===== src/rtl/msg_serializer.sv =====
// msg_serializer: splits MSG_W-bit messages into KEY_W-bit chunks with valid/ready on both sides.
// MSG_SERIALIZER_LSB_FIRST_EN selects LSB-chunk-first order; MSB-chunk-first otherwise.
module msg_serializer #(
    parameter int MSG_W = 64,
    parameter int KEY_W = 8,
    localparam int N_CHK = MSG_W / KEY_W,
    localparam int IDX_W = (N_CHK > 1) ? $clog2(N_CHK) : 1
) (
    input  logic             clk,
    input  logic             rst,
    input  logic             in_valid,
    output logic             in_ready,
    input  logic [MSG_W-1:0] in_msg,
    output logic             out_valid,
    input  logic             out_ready,
    output logic [KEY_W-1:0] out_chunk,
    output logic [IDX_W-1:0] out_idx,
    output logic             out_last,
    output logic             busy
);
    if (KEY_W < 1 || KEY_W > MSG_W || (MSG_W % KEY_W) != 0) begin : g_bad_params
        $error("msg_serializer: MSG_W must be a positive multiple of KEY_W");
    end

    typedef enum logic {IDLE, SHIFT} state_t;

    state_t           state, state_nx;
    logic [MSG_W-1:0] shift_reg, shift_nx, shifted;
    logic [IDX_W-1:0] idx, idx_nx;
    logic             last, fire, load;

`ifdef MSG_SERIALIZER_LSB_FIRST_EN
    assign out_chunk = shift_reg[KEY_W-1:0];
    assign shifted   = shift_reg >> KEY_W;
`else
    assign out_chunk = shift_reg[MSG_W-1 -: KEY_W];
    assign shifted   = shift_reg << KEY_W;
`endif

    assign out_valid = state == SHIFT;
    assign busy      = out_valid;
    assign out_idx   = idx;
    assign last      = idx == IDX_W'(N_CHK - 1);
    assign out_last  = last & out_valid;
    assign fire      = out_valid & out_ready;
    // Accepting the last chunk frees the register, so a new message can land in the same edge.
    assign in_ready  = !rst & ((state == IDLE) | (fire & last));
    assign load      = in_valid & in_ready;

    always_comb begin
        state_nx = load ? SHIFT : (fire & last) ? IDLE : state;
        shift_nx = load ? in_msg : fire ? shifted : shift_reg;
        idx_nx   = (load | (fire & last)) ? '0 : fire ? idx + IDX_W'(1) : idx;
    end

    always_ff @(posedge clk) begin
        if (rst) begin
            state     <= IDLE;
            shift_reg <= '0;
            idx       <= '0;
        end else begin
            state     <= state_nx;
            shift_reg <= shift_nx;
            idx       <= idx_nx;
        end
    end
endmodule


===== config.mk =====
export PLATFORM = sky130hd
export DESIGN_NAME = msg_serializer
export DESIGN_NICKNAME = d
export VERILOG_FILES = /design/src/rtl/msg_serializer.sv
export SDC_FILE = /design/constraint.sdc
export NUM_CORES = 1
export LEC_CHECK = 0
export ABC_CLOCK_PERIOD_IN_PS = 1700
export CORE_UTILIZATION = 25
export CTS_CLUSTER_DIAMETER = 120
export CTS_CLUSTER_SIZE = 30
export DETAILED_ROUTE_END_ITERATION = 10
export GPL_TIMING_DRIVEN = 0
export RECOVER_POWER = 100
export SYNTH_ARGS = -nofsm -noshare
export SYNTH_HDL_FRONTEND = slang
export SYNTH_SLANG_ARGS = --single-unit

===== constraint.sdc =====
create_clock -name clk -period 1.7 [get_ports clk]
set_input_delay 0.34 -clock clk [delete_from_list [all_inputs] [get_ports clk]]
set_output_delay 0.34 -clock clk [all_outputs]
set_load 0.02 [all_outputs]

==> run metrics, run 1 <==
total gr overflow=0; RSZ-0062 raised after global routing=true; # placed instances=640; Fmax=580 MHz; Via Count=3290; Final HPWL DP=between 8 and 9 mm; vias in the first global route=roughly 3400; Inserted Clock Buffers=9; dpl cell area=a little under 0.005 mm2; Syn Area/Cell=~10 um2; CP peak stage delay=~0.33 ns; row cnt=44; Initial Util=between 20% and 30%; antenna violations before repair=0; final-report setup violation count=11; I/O Buffers=79; WP data arrival=between 1 and 1.5 ns; Cells after Synth=377; Tot GR Track Use=between 10% and 20%; Synth Warn #=0; largest net degree at the start of global routing=13; failing checks=negative setup slack; number of synthesized register bits=68; met3 global-route usage=approximately 3.6%; Startpoint Class=flop; final slew viol count=0; share of the synthesized area in the top cell type=between 30% and 40%; Nets=540; M1 GR Usage=between 10% and 20%; Worst-Margin Slew=about 1.2 ns; number of DRC markers in iteration 0=~210; FF-to-FF Start=out_idx[0]$_SDFFE_PP0P_; Ant. Diodes=0; Final Hold Fails=0; IO Count=83; Static Leak=between 2 and 2.5 nW; Top Usage Layer GRT=met2; max reg flops=64; worst hold path depth=1; Seq/Total Area, Yosys=a little over a third; area leader, netlist=dfxtp_1; Peak VDD IR=0.000442 V; critical path fanouts, max=3; routability cong.=around 0.79; outcome=finished, violations left; Worst Skew=0.00711 ns; layout cell share with drive strength beyond 1=around a third; Required @ worst endpoint=1.36 ns; Max H-tree Level=3; Max clock buf depth=2; critical-path cell list=ha_4 > ha_4 > a21boi_2 > nor2_2 > buf_6; CTS Sinks=slightly below 70; slowest CP cell=dfxtp_2; Synth area leaders=dfxtp_1 (35%), a221oi_2 (16%), a211oi_2 (13%); post-synthesis cell type count=22; Pre-Repair DR Iteration Count=4; worst hold path type=flop to flop; Design Area, Final=~0.0057 mm2; Worst-path clk slew=0.06 ns; GRT met2 Usage=around a quarter; Crit Path Category=flop to primary output; Die ar.=about 0.016 mm2; Reg2Reg Depth=7; Routed Antenna Nets=0; synthesized net count=447; Worst Setup End Kind=primary output; HP Start=shift_reg[4]$_SDFFE_PP0P_; CTS Root Cell=clkbuf_16; CP dominant cell by count=ha_4; power per cell area=about 830 mW/mm2; first-pass GRT wire length=17.4 mm; Finished Layout Cells=around 660; max cap viols=0; Post-Syn Area=~0.0038 mm2; core area=0.0148 mm2; fin crit share=101%; worst-skew pair later-pin latency=0.33 ns; die width=about 130 um; CTS tree=done; commonest non-fill, non-tap cell in the layout=dfxtp_1; Worst Setup SP=out_idx[0]$_SDFFE_PP0P_; DRC violations left=0; commonest non-fill, non-tap cells in the layout=dfxtp_1 (65), clkdlybuf4s50_1 (64), inv_1 (57); wirelength, routed=11.2 mm; Rel. slew slack=19.0%; post-route setup slack=-0.0228 ns; Area Growth Syn to Fin=48.7%; fin crit period=1.72 ns; via/cell ratio=approximately 5.0; WL per Instance=17.0 um; Die Height=about 130 um
-- report_power, final --
part	switching, mW	internal, mW
clock network	0.713	1.07
registers	0.118	1.72
logic	0.522	0.612
total	1.35	3.40
-- worst max-delay path: cells and delay by family (launching register included) --
family / cells / cell delay, ns
flops: 1 / 0.33
simple gates: 1 / 0.07
fa+ha+maj: 2 / 0.33
buf+inv: 1 / 0.14
compound gates: 1 / 0.17
-- area by class of cell --
type                            instances  area, um2
Fill cell                            1476       9030
Multi-Input combinational cell        198       2440
Sequential cell                        68       1370
Timing Repair Buffer                   82        793
Buffer                                 54        387
Clock buffer                           11        253
Tap cell                              184        230
Inverter                               57        214
Clock inverter                          5       36.3
-- cell usage after synthesis --
library cell / count
clkbuf_1: 23
buf_6: 10
nor3b_2: 1
a211oi_2: 41
a221oi_2: 40
inv_1: 57
a21o_1: 1
a211oi_1: 17
nor2_1: 3
and3_1: 56
dfxtp_1: 68
a22o_1: 8
a221oi_1: 18
buf_2: 10
ha_1: 2
nand2_1: 5
a21boi_1: 1
buf_4: 11
a21bo_2: 1
xnor2_1: 1
and2_4: 1
and2_1: 2
-- what timing repair did --
| item | 4_1_cts | 5_1_grt |
|---|---|---|
| buffers inserted | 3 | 0 |
| hold buffers | 0 | 0 |
| gates resized for setup | 38 | 62 |
| endpoints found under the setup margin | 71 | 55 |
| pin swaps | 3 | 7 |
-- stage by stage --
stage	TNS [ns]	utilization [%]	power, mW	worst slack, ns	hold WS [ns]
after floorplan	0	-	2.44	0.000212	0.441
after global placement	-3.49	33.0	2.76	-0.430	0.454
after detailed placement	-4.97	33.0	2.79	-0.442	0.459
after CTS	-0.0117	35.5	4.57	-0.0113	0.468
after global routing	-1.50	38.8	4.95	-0.0753	0.490
final	-0.0608	38.8	4.75	-0.0228	0.471
-- final timing paths --
path | end | slack [ns]
setup / recovery | in_ready | -0.02
hold / removal | shift_reg[4]$_SDFFE_PP0P_ | 0.47
setup reg to reg | shift_reg[22]$_SDFFE_PP0P_ | -0.01
hold reg to reg | shift_reg[4]$_SDFFE_PP0P_ | 0.47
-- kinds of logic after synthesis --
| family | synth area share (%) |
|---|---|
| AO/OA/AOI/OAI | 38.8 |
| buffers and inverters | 14.2 |
| AND/OR/NAND/NOR | 10.8 |
| flip-flops | 35.4 |
| adder cells (fa/ha/maj) | 0.650 |
| XOR/XNOR | 0.228 |
-- metal layers --
layer	vias up	part of all wire, %
li1	1600	-
met1	1590	43
met2	83	52
met3	17	4.0
met4	0	1.4
met5	-	0
No activity file was read; power rests on OpenSTA's default activity.
==> inputs of run 2 (changes only) <==
GPL_ROUTABILITY_DRIVEN = 0   (was unset)
==> results of run 2 <==
Final layout, timing and power as in run 1 (identical DEF).
